`config.mk`:
```
export PLATFORM = sky130hd
export DESIGN_NAME = fp_add_arbiter
export DESIGN_NICKNAME = d
export VERILOG_FILES = /design/src/rtl/fp_add_arbiter.sv
export SDC_FILE = /design/constraint.sdc
export NUM_CORES = 1
export LEC_CHECK = 0
export ABC_AREA = 1
export CAP_MARGIN = 20
export CORE_ASPECT_RATIO = 0.5
export CORE_MARGIN = 5
export CORE_UTILIZATION = 35
export DETAILED_ROUTE_END_ITERATION = 8
export PLACE_DENSITY = 0.86
export SLEW_MARGIN = 20
export SYNTH_ARGS = -nofsm -noshare
export SYNTH_HDL_FRONTEND = slang
export SYNTH_SLANG_ARGS = --single-unit
```
`constraint.sdc`:
```
create_clock -name clk -period 3.9 [get_ports clk]
set_clock_uncertainty 0.2 [all_clocks]
set_input_delay 0.78 -clock clk [delete_from_list [all_inputs] [get_ports clk]]
set_output_delay 0.78 -clock clk [all_outputs]
set_load 0.02 [all_outputs]
```
`src/rtl/fp_add_arbiter.sv`:
```
`default_nettype none
// ============================================================================
// Module      : fp_add_arbiter
// Description : Round-robin sharing of one fixed-latency pipelined FP adder
//               among NUM_REQ requesters, with tag-based result steering.
// Revision    : 1.0 - initial release
// ============================================================================
module fp_add_arbiter #(
    parameter int WIDTH   = 16,
    parameter int NUM_REQ = 4,
    parameter int LATENCY = 4
) (
    input  logic                           clk,
    input  logic                           rst_n,
    input  logic                           hold,
    input  logic [NUM_REQ-1:0]             req_valid,
    output logic [NUM_REQ-1:0]             req_ready,
    input  logic [NUM_REQ*WIDTH-1:0]       req_a,
    input  logic [NUM_REQ*WIDTH-1:0]       req_b,
    output logic [WIDTH-1:0]               add_a,
    output logic [WIDTH-1:0]               add_b,
    input  logic [WIDTH-1:0]               add_result,
    output logic [NUM_REQ-1:0]             rsp_valid,
    output logic [WIDTH-1:0]               rsp_result,
    output logic [$clog2(LATENCY+1)-1:0]   in_flight,
    output logic                           idle
);

    localparam int TAG_W = $clog2(NUM_REQ);
    localparam int IF_W  = $clog2(LATENCY+1);
    localparam logic [TAG_W-1:0] c_LAST_IDX = TAG_W'(NUM_REQ - 1);

    logic [TAG_W-1:0]   r_ptr;
    logic               w_grant_en;
    logic               w_issue;
    logic [TAG_W-1:0]   w_grant_idx;
    logic [NUM_REQ-1:0] w_ready;

    logic [LATENCY-1:0] r_stg_vld;
    logic [TAG_W-1:0]   r_stg_tag [LATENCY];
    logic [IF_W-1:0]    w_count;

    // Grants are suppressed during reset so requesters never see a
    // handshake that the pipeline would then discard.
    assign w_grant_en = rst_n && !hold;

    always_comb begin : p_arbitrate
        logic [TAG_W-1:0] w_scan;
        w_issue     = 1'b0;
        w_grant_idx = '0;
        w_ready     = '0;
        w_scan      = r_ptr;
        for (int k = 0; k < NUM_REQ; k++) begin
            if (w_grant_en && !w_issue && req_valid[w_scan]) begin
                w_issue     = 1'b1;
                w_grant_idx = w_scan;
            end
            w_scan = (w_scan == c_LAST_IDX) ? '0 : w_scan + TAG_W'(1);
        end
        if (w_issue) begin
            w_ready[w_grant_idx] = 1'b1;
        end
    end

    assign req_ready = w_ready;

    always_comb begin : p_operands
        add_a = '0;
        add_b = '0;
        for (int i = 0; i < NUM_REQ; i++) begin
            if (w_ready[i]) begin
                add_a = req_a[i*WIDTH +: WIDTH];
                add_b = req_b[i*WIDTH +: WIDTH];
            end
        end
    end

    // Explicit wrap compare keeps non-power-of-two NUM_REQ correct.
    always_ff @(posedge clk or negedge rst_n) begin : p_pointer
        if (!rst_n) begin
            r_ptr <= '0;
        end else if (w_issue) begin
            r_ptr <= (w_grant_idx == c_LAST_IDX) ? '0 : w_grant_idx + TAG_W'(1);
        end
    end

    always_ff @(posedge clk or negedge rst_n) begin : p_tag_pipe
        if (!rst_n) begin
            r_stg_vld <= '0;
            for (int s = 0; s < LATENCY; s++) begin
                r_stg_tag[s] <= '0;
            end
        end else begin
            r_stg_vld[0] <= w_issue;
            r_stg_tag[0] <= w_grant_idx;
            for (int s = 1; s < LATENCY; s++) begin
                r_stg_vld[s] <= r_stg_vld[s-1];
                r_stg_tag[s] <= r_stg_tag[s-1];
            end
        end
    end

    always_comb begin : p_response
        rsp_valid = '0;
        for (int i = 0; i < NUM_REQ; i++) begin
            rsp_valid[i] = r_stg_vld[LATENCY-1] && (r_stg_tag[LATENCY-1] == TAG_W'(i));
        end
    end

    assign rsp_result = add_result;

    // The last stage is still counted in its response cycle, so an issue and
    // a response in the same cycle leave the count unchanged.
    always_comb begin : p_in_flight
        w_count = '0;
        for (int s = 0; s < LATENCY; s++) begin
            w_count = w_count + IF_W'(r_stg_vld[s]);
        end
    end

    assign in_flight = w_count;
    assign idle      = (w_count == '0) && !(|req_valid);

endmodule
`default_nettype wire

```
==> results of run 1 <==
-- where the power goes --
part	total, mW	switching (mW)	leakage (nW)	internal, mW
Sequential	0.244	0.0393	0.177	0.205
Clock	0.215	0.0592	0.0442	0.155
Combinational	4.62	2.56	2.80	2.06
Total	5.08	2.66	3.02	2.42
-- final timing paths --
kind / cells past startpoint / slack [ps] / end
min in group asynchronous: 2 / 300 / r_stg_vld[0]
hold / removal: 0 / 150 / r_stg_tag[1]
max in group asynchronous: 2 / 3040 / r_ptr[1]
hold reg to reg: 0 / 150 / r_stg_tag[1]
setup / recovery: 19 / -230 / add_b[0]
setup reg to reg: 15 / 1280 / r_ptr[1]
-- placed cells by master (no fill, tap or decap), drive strengths merged --
cell type	count
fa	1
buf	104
nor2	39
nand3	140
bufbuf	1
clkdlybuf4s15	1
ha	7
dlymetal6s2s	1
o21bai	1
o22ai	1
nor3	5
dfrtp	14
clkdlybuf4s50	135
clkbuf	10
nor4	1
o21ai	4
nand2	154
nand4	2
inv	109
clkinv	8
-- synth_stat cells (all sizes together) --
master	instances	area, um2
nand2	154	586
ha	7	87.6
nor4	1	6.26
o21bai	1	18.8
clkbuf	10	37.5
nand3	140	716
nor2	39	154
dfrtp	14	350
clkinv	8	30.0
buf	42	315
nor3	5	25.0
nand4	2	12.5
inv	109	409
o21ai	4	20.0
o22ai	1	6.26
fa	1	20.0
-- worst reg2reg max path, delay by kind of cell, from the launching register on --
| kind | cells | cell delay, ps |
|---|---|---|
| AOI/OAI and AO/OA | 3 | 300 |
| and+or+nand+nor | 7 | 630 |
| buffers and inverters | 3 | 380 |
| adders and majority gates | 2 | 600 |
| DFF | 1 | 420 |
-- layer usage --
layer | track usage, % | wire length (um) | share of wire [%] | vias to the layer above
met4 | 8.94 | 1300 | 8.1 | 0
met3 | 2.96 | 1400 | 8.7 | 148
met1 | 27.4 | 5570 | 35 | 2130
li1 | - | - | - | 2022
met2 | 46.2 | 7840 | 49 | 366
met5 | 0 | 0 | 0 | -
-- registers in the layout, indices dropped and copies added (netlist names) --
| signal | cells |
|---|---|
| r_ptr | 2 |
| r_stg_tag | 8 |
| r_stg_vld | 4 |
-- timing repair --
action	in CTS	in global routing
setup buffers	24	8
endpoints found under the hold margin	0	0
setup endpoints to repair	36	37
gates cloned	6	2
resized for setup	222	128
pin swaps	17	47
-- area by class of cell --
class | instances | area, um2
Timing Repair Buffer | 248 | 2630
Fill cell | 513 | 2190
Multi-Input combinational cell | 355 | 2040
Inverter | 117 | 447
Sequential cell | 14 | 350
Tap cell | 112 | 140
Clock buffer | 4 | 88.8
-- kinds of logic (layout without fill, tap and decap cells) --
| family | count (synthesis) | after routing | synth area share [%] |
|---|---|---|---|
| AND/OR/NAND/NOR | 341 | 341 | 53.6 |
| buffers and inverters | 169 | 369 | 28.3 |
| flip-flops | 14 | 14 | 12.5 |
| adder cells (fa/ha/maj) | 8 | 8 | 3.85 |
| AO/OA/AOI/OAI | 6 | 6 | 1.61 |
==> flow_summary.json, run 1 <==
{
  "power_mw": 5.08,
  "syn2layout_area_growth_pct": 104,
  "syn_inst": 538,
  "avgRoutedWirePerCell_um": 19.0,
  "diodes": 0,
  "clock_sinks": 14,
  "clockBufferDepth": 2,
  "status": "complete, but fails checks",
  "path_common_cell": "nand2_2",
  "timing.hold.ws_ps": 152,
  "cp.required_ps": 2920,
  "critPathLaunch": "req_valid[1]",
  "cp.arrival_ps": 3150,
  "h-tree-depth": 1,
  "violations": "negative setup slack",
  "antenna_found_initial": 0,
  "r2r_start": "r_ptr[0]",
  "dieArea_um2": 9980,
  "cts_inserted_buffers": 3,
  "start_kind": "input pin",
  "fmax_mhz": 242,
  "start_util_pct": 35.4,
  "place_hpwl_um": 8270,
  "crit_type": "in -> out",
  "cts_root_buffer": "clkbuf_16",
  "synth_nets": 697,
  "ys_warn_count": 0,
  "path_clk_slew_ps": 50,
  "finalWirelength_um": 16100,
  "port_buffers": 178,
  "drt_iter0_drc": 562,
  "vias": 4666,
  "die_w_um": 136,
  "cp_slowest_cell": "ha_4",
  "drive_above_1_share_pct": 29.7,
  "grtUsageTotal_pct": 24.0,
  "clk_latency_ps": 240,
  "synth-seq-cells": 14,
  "post-route-min-period_ps": 4130,
  "drc": 0,
  "grt_max_degree": 54,
  "core-area_um2": 7890,
  "routabilityCongestion": 0.876,
  "synth.distinct_cells": 23,
  "grt.overflow.total": 0,
  "final_cell_count_no_fill": 850,
  "grt_pass1_wl_um": 19500,
  "syn_avg_cell_area_um2": 5.19,
  "path_cells": "buf_2 > inv_2 > nand2_2 > nand3_2 > nand2_2 > o21bai_4 > nand2_2 > nor3_2 > nor2_1 > nand2_2 > ha_4 > buf_12 > buf_12 > nor2_1 > nand3_1 > nand3_1 > nand2_1 > nand2_1 > buf_4",
  "maxCapViolCount": 0,
  "cts_tree": "done",
  "crit_fanout": 25,
  "viasPerCell": 5.49,
  "hold_class": "reg -> reg",
  "fin_ws_ps": -229,
  "num_rows": 23,
  "setup_tns_ps": -4480,
  "rsz0062_at_grt": "yes",
  "post-route-period-util_pct": 106,
  "seq_area_frac_synth_pct": 12.5,
  "ant_nets": 0,
  "num_io_pins": 211,
  "leakage_nw": 3.02,
  "final_util_pct": 72.2,
  "setup.worst_path.end_class": "primary output",
  "p_per_area_nw_per_um2": 892,
  "dr.pass1.iters": 5,
  "fp.dieH_um": 73.2,
  "worst-path-buf-inv": 5,
  "vdd_ir_drop_max_mv": 0.384,
  "hp-start": "r_stg_tag[3]",
  "slew-limit-headroom_pct": 79.2,
  "max_stage_delay_ps": 250,
  "final_area_um2": 5700,
  "fin_nets": 898,
  "post_dp_cell_area_um2": 4710,
  "dp_cells": 807,
  "tightest_slew_ps": 309,
  "grt_pass1_vias": 4077,
  "setup_violations": 32,
  "cts_hold_buf": 0,
  "slew_violations": 0,
  "cp_top_family": "simple AND/OR/NAND/NOR gates",
  "hold_viol_final": 0,
  "synth.cell_area_um2": 2790,
  "dp_slack_ps": -915
}
Power figures use the tool's default switching activity.
==> run 2: changes to the inputs <==
--- a/config.mk
+++ b/config.mk
@@ -9,9 +9,10 @@
 export CAP_MARGIN = 20
 export CORE_ASPECT_RATIO = 0.5
 export CORE_MARGIN = 5
-export CORE_UTILIZATION = 35
+export CORE_UTILIZATION = 38
 export DETAILED_ROUTE_END_ITERATION = 8
-export PLACE_DENSITY = 0.86
+export PLACE_DENSITY = 0.92
+export SETUP_SLACK_MARGIN = 0.3
 export SLEW_MARGIN = 20
 export SYNTH_ARGS = -nofsm -noshare
 export SYNTH_HDL_FRONTEND = slang
==> constraint.sdc (replaced) <==
create_clock -name clk -period 5.3 [get_ports clk]
set_clock_uncertainty 0.2 [all_clocks]
set_input_delay 1.06 -clock clk [delete_from_list [all_inputs] [get_ports clk]]
set_output_delay 1.06 -clock clk [all_outputs]
set_load 0.02 [all_outputs]
==> run 2 against run 1 <==
The run now ends clean; via count fell by 20%; sequential share of layout area grew 1.5 points; utilization fell by 8.8 points; critical path depth stayed put; cell count is 7.5% lower; power is 50% lower.
==> flow_summary.json, run 2 (synthesis gave the netlist of run 1 again) <==
{
  "status": "complete, no violations",
  "path_clk_slew_ps": 50,
  "clockBufferDepth": 2,
  "port_buffers": 178,
  "largestRegisters": "r_stg_tag x8, r_stg_vld x4, r_ptr x2",
  "fillers": 632,
  "grt.overflow.total": 0,
  "largest_register_ff_count": 8,
  "start_util_pct": 38.6,
  "drt_iter0_drc": 311,
  "routabilityCongestion": 0.916,
  "post-route-period-util_pct": 92.8,
  "h-tree-depth": 1,
  "hold_depth": 0,
  "setup_tns_ps": 0,
  "slew_violations": 0,
  "timing.hold.ws_ps": 149,
  "r2r_start": "r_ptr[0]",
  "maxCapViolCount": 0,
  "post-route-min-period_ps": 4920,
  "place_hpwl_um": 7990,
  "num_io_pins": 211,
  "cts_hold_buf": 0,
  "hp-start": "r_stg_tag[2]",
  "vdd_ir_drop_max_mv": 0.276,
  "final_common_cell": "nand2_1",
  "diodes": 0,
  "tightest_slew_ps": 387,
  "avgRoutedWirePerCell_um": 12.8,
  "dieArea_um2": 9270,
  "p_per_area_nw_per_um2": 557,
  "crit_fanout": 15,
  "rsz0062_at_grt": "yes",
  "regMostFlops": "r_stg_tag",
  "crit_type": "in -> out",
  "start_kind": "input pin",
  "slew-limit-headroom_pct": 74.2,
  "core-area_um2": 7240,
  "critPathLaunch": "req_valid[3]",
  "clock_sinks": 14,
  "syn2layout_area_growth_pct": 64.4,
  "die_w_um": 131,
  "drc": 0,
  "antenna_found_initial": 0,
  "r2r_cells": 14,
  "cts_inserted_buffers": 3,
  "grt_pass1_vias": 3596,
  "leakage_nw": 2.60,
  "grt_max_degree": 53,
  "cts_root_buffer": "clkbuf_16",
  "ant_nets": 0,
  "grtUsageTotal_pct": 20.3,
  "grt_pass1_wl_um": 16500,
  "vias": 3741,
  "hold_class": "reg -> reg",
  "setup_violations": 0,
  "fmax_mhz": 203,
  "fin_nets": 851,
  "setup.worst_path.end_class": "primary output",
  "hold_viol_final": 0,
  "cp.arrival_ps": 3660,
  "cts_tree": "done",
  "num_rows": 22,
  "dr.pass1.iters": 6,
  "drive_above_1_share_pct": 11.4,
  "final_cell_mix": "nand2_1, clkdlybuf4s50_1, nand3_1",
  "clk_latency_ps": 240,
  "viasPerCell": 4.76,
  "fp.dieH_um": 70.6,
  "cp.required_ps": 4040,
  "finalWirelength_um": 10100
}
## run 2: changes by cell type in the layout (fill, tap and decap cells not counted), sizes merged
cell,before,now
buf,104,25
clkbuf,10,29
clkdlybuf4s50,135,142
dlygate4sd2,0,4
bufbuf,1,0
clkdlybuf4s15,1,2
dlymetal6s2s,1,2
## run 2: repair_timing
action	4_1_cts	5_1_grt
pin swaps	0	1
gates resized for setup	49	65
hold endpoints to repair	0	0
gates cloned	0	0
setup endpoints to repair	36	35
buffers inserted	0	1
## run 2: metal layers
metal  GRT usage, %  vias up  wire length (um)
met2           37.6      112              5220
met1           25.1     1678              4130
met5              0        -                 0
li1               -     1925                 -
met3           2.13       26               410
met4           5.82        0               309
## run 2: final timing paths
| check | endpoint | slack [ps] |
|---|---|---|
| worst max-delay path | add_a[9] | 380 |
| worst min-delay path | r_stg_tag[0] | 150 |
| worst max register to register | r_ptr[1] | 2440 |
| worst min register to register | r_stg_tag[0] | 150 |
| max in group asynchronous | r_stg_tag[0] | 3760 |
| min in group asynchronous | r_stg_vld[0] | 970 |
## run 2: area by class of cell
class	count	area [um2]	share of cell area (%)
clock buffer	3	75.1	1.63
inverter	117	439	9.56
multi-input combinational	355	1690	36.8
sequential	14	350	7.63
tap	96	120	2.61
timing repair buffer	201	1920	41.7
## run 2: critical path, cell delays in order
cell and delay, ps:
clkdlybuf4s50_1 430, inv_1 90, nand2_1 80, nand3_2 110, nand2_2 80, o21bai_4 170
nand2_2 80, nor2_1 140, nand2_1 70, o21ai_0 110, o21ai_2 140, ha_1 210
nand2_2 120, buf_4 220, nand2_1 70, inv_1 50, nand2_1 50, nand2_1 50
dlygate4sd2_1 330
## run 2: through the flow
step | power, mW | worst slack, ps | instances | utilization, % | cell area, um2
4_1_cts | 2.57 | 241 | 785 | 64.1 | 4640
5_1_grt | 2.81 | 179 | 786 | 63.5 | 4590
3_3_place_gp | 2.53 | 63.6 | 782 | 63.4 | 4590
6_report | 2.56 | 381 | 786 | 63.5 | 4590
2_1_floorplan | 1.67 | 840 | 538 | - | 2790
3_5_place_dp | 2.57 | -41.4 | 782 | 63.4 | 4590
## run 2: report_power, final
group	leakage, nW	switching (mW)	internal (mW)	total [mW]
clock	0.0370	0.0404	0.0985	0.139
sequential	0.177	0.0358	0.150	0.186
combinational	2.39	1.38	0.857	2.23
==> run 3: changes to the inputs <==
--- a/config.mk
+++ b/config.mk
@@ -11,6 +11,7 @@
 export CORE_MARGIN = 5
 export CORE_UTILIZATION = 38
 export DETAILED_ROUTE_END_ITERATION = 8
+export GPL_TIMING_DRIVEN = 0
 export PLACE_DENSITY = 0.92
 export SETUP_SLACK_MARGIN = 0.3
 export SLEW_MARGIN = 20
==> run 3 against run 2 <==
Cell count increased by 6.2%; routed wire length increased by 9.3%; critical path depth unchanged; clock power increased by 11%; sequential power decreased by 5%; largest cell class unchanged.
==> flow_summary.json, run 3 (synthesis gave the netlist of run 1 again) <==
{
  "finalWirelength_um": 11000,
  "fp.dieH_um": 70.6,
  "die_w_um": 131,
  "max_stage_delay_ps": 440,
  "post-route-period-util_pct": 92.9,
  "grt_pass1_vias": 3531,
  "cp_slowest_cell": "clkdlybuf4s50_1",
  "largest_register_ff_count": 8,
  "grtUsageTotal_pct": 20.7,
  "tightest_slew_ps": 347,
  "avgRoutedWirePerCell_um": 13.2,
  "place_hpwl_um": 8940,
  "p_per_area_nw_per_um2": 549,
  "setup.worst_path.end_class": "primary output",
  "syn2layout_area_growth_pct": 76.2,
  "grt.overflow.total": 0,
  "dieArea_um2": 9270,
  "drc": 0,
  "post_dp_cell_area_um2": 4860,
  "dp_cells": 828,
  "crit_type": "in -> out",
  "h-tree-depth": 1,
  "slew_violations": 0,
  "port_buffers": 194,
  "start_util_pct": 38.6,
  "cp.arrival_ps": 3660,
  "dr.pass1.iters": 7,
  "clock_sinks": 14,
  "fmax_mhz": 203,
  "timing.hold.ws_ps": 150,
  "routabilityCongestion": 0.948,
  "num_rows": 22,
  "path_clk_slew_ps": 50,
  "hold_viol_final": 0,
  "final_util_pct": 68.0,
  "drt_iter0_drc": 295,
  "vias": 3994,
  "final_common_cell": "clkdlybuf4s50_1",
  "grt_pass1_wl_um": 16600,
  "core-area_um2": 7240,
  "cp.required_ps": 4040,
  "crit_fanout": 10,
  "drive_above_1_share_pct": 15.8,
  "hold_class": "reg -> reg",
  "leakage_nw": 2.79,
  "final_cell_count_no_fill": 835,
  "cts_inserted_buffers": 3,
  "fillers": 647,
  "start_kind": "input pin",
  "clockBufferDepth": 2,
  "ant_nets": 0,
  "viasPerCell": 4.78,
  "fin_nets": 899,
  "path_common_cell": "nand2_1",
  "grt_max_degree": 16,
  "regArea_um2": 350,
  "clk_latency_ps": 240,
  "largestRegisters": "r_stg_tag x8, r_stg_vld x4, r_ptr x2",
  "final_cell_mix": "clkdlybuf4s50_1, nand2_1, nand3_1",
  "setup_violations": 0,
  "slew-limit-headroom_pct": 76.9,
  "maxCapViolCount": 0,
  "cts_root_buffer": "clkbuf_16",
  "antenna_found_initial": 0,
  "rsz0062_at_grt": "yes",
  "regMostFlops": "r_stg_tag",
  "status": "complete, no violations",
  "diodes": 0,
  "final_area_um2": 4920,
  "path_cells": "clkdlybuf4s50_1 > inv_1 > nand2_1 > nand3_2 > nand2_2 > o21bai_4 > nand2_1 > nor2_1 > nand2_1 > o21ai_1 > o21ai_2 > ha_1 > buf_2 > nand2_2 > buf_6 > nand3_1 > nand2_1 > nand2_1 > clkdlybuf4s15_2",
  "vdd_ir_drop_max_mv": 0.247,
  "power_mw": 2.70,
  "multi_input_area_um2": 1680,
  "cts_hold_buf": 0,
  "cts_tree": "done",
  "num_io_pins": 211,
  "post-route-min-period_ps": 4920
}
[run 3: cell count changes in the layout (fill, tap and decap cells not counted), moves of 3 or more]
cell,delta
buf_2,+26
clkbuf_2,-15
clkdlybuf4s50_1,+15
buf_4,+14
buf_6,+13
buf_12,-6
clkbuf_4,+4
clkbuf_8,+3
[run 3: repair_timing]
item	in CTS	in global routing
gates cloned	0	1
pin swaps	0	1
setup buffers	1	1
gates resized for setup	138	45
setup endpoints to repair	36	35
[run 3: power breakdown]
part           total, mW  internal, mW  leakage [nW]  switching, mW
combinational       2.37         0.926          2.57           1.45
clock              0.154         0.114        0.0442         0.0404
sequential         0.177         0.151         0.177         0.0264
total               2.70          1.19          2.79           1.51
[run 3: layout make-up]
cell class	count	area share, %
Timing Repair Buffer	197	36.7
Multi-Input combinational cell	355	34.1
Inverter	117	8.92
Buffer	52	8.90
Sequential cell	14	7.12
Tap cell	96	2.44
Clock buffer	4	1.80
[run 3: final timing paths]
check	to	slack (ps)	cells after the start	start
max	add_b[1]	380	19	req_valid[3]
min	r_stg_tag[0]	150	0	r_stg_tag[2]
max reg2reg	r_ptr[1]	2700	14	r_ptr[1]
min reg2reg	r_stg_tag[0]	150	0	r_stg_tag[2]
max in group asynchronous	r_stg_vld[3]	4120	1	rst_n
min in group asynchronous	r_ptr[0]	520	1	rst_n
[run 3: worst max-delay path, delay by kind of cell]
kind / cells / cell delay (ps)
compound gates: 3 / 350
fa+ha+maj: 1 / 190
buf+inv: 5 / 1080
simple gates: 10 / 980
[run 3: layer usage]
metal	part of all wire (%)	GRT usage, %
met3	7.4	2.49
met2	52	38.5
met1	38	25.5
met4	2.7	5.70
met5	0	0
[run 3: through the flow]
stage          setup TNS, ps  worst slack, ps
2_1_floorplan              0              840
3_3_place_gp          -35360            -1100
3_5_place_dp          -36990            -1140
4_1_cts                    0              176
5_1_grt                    0              217
6_report                   0              376
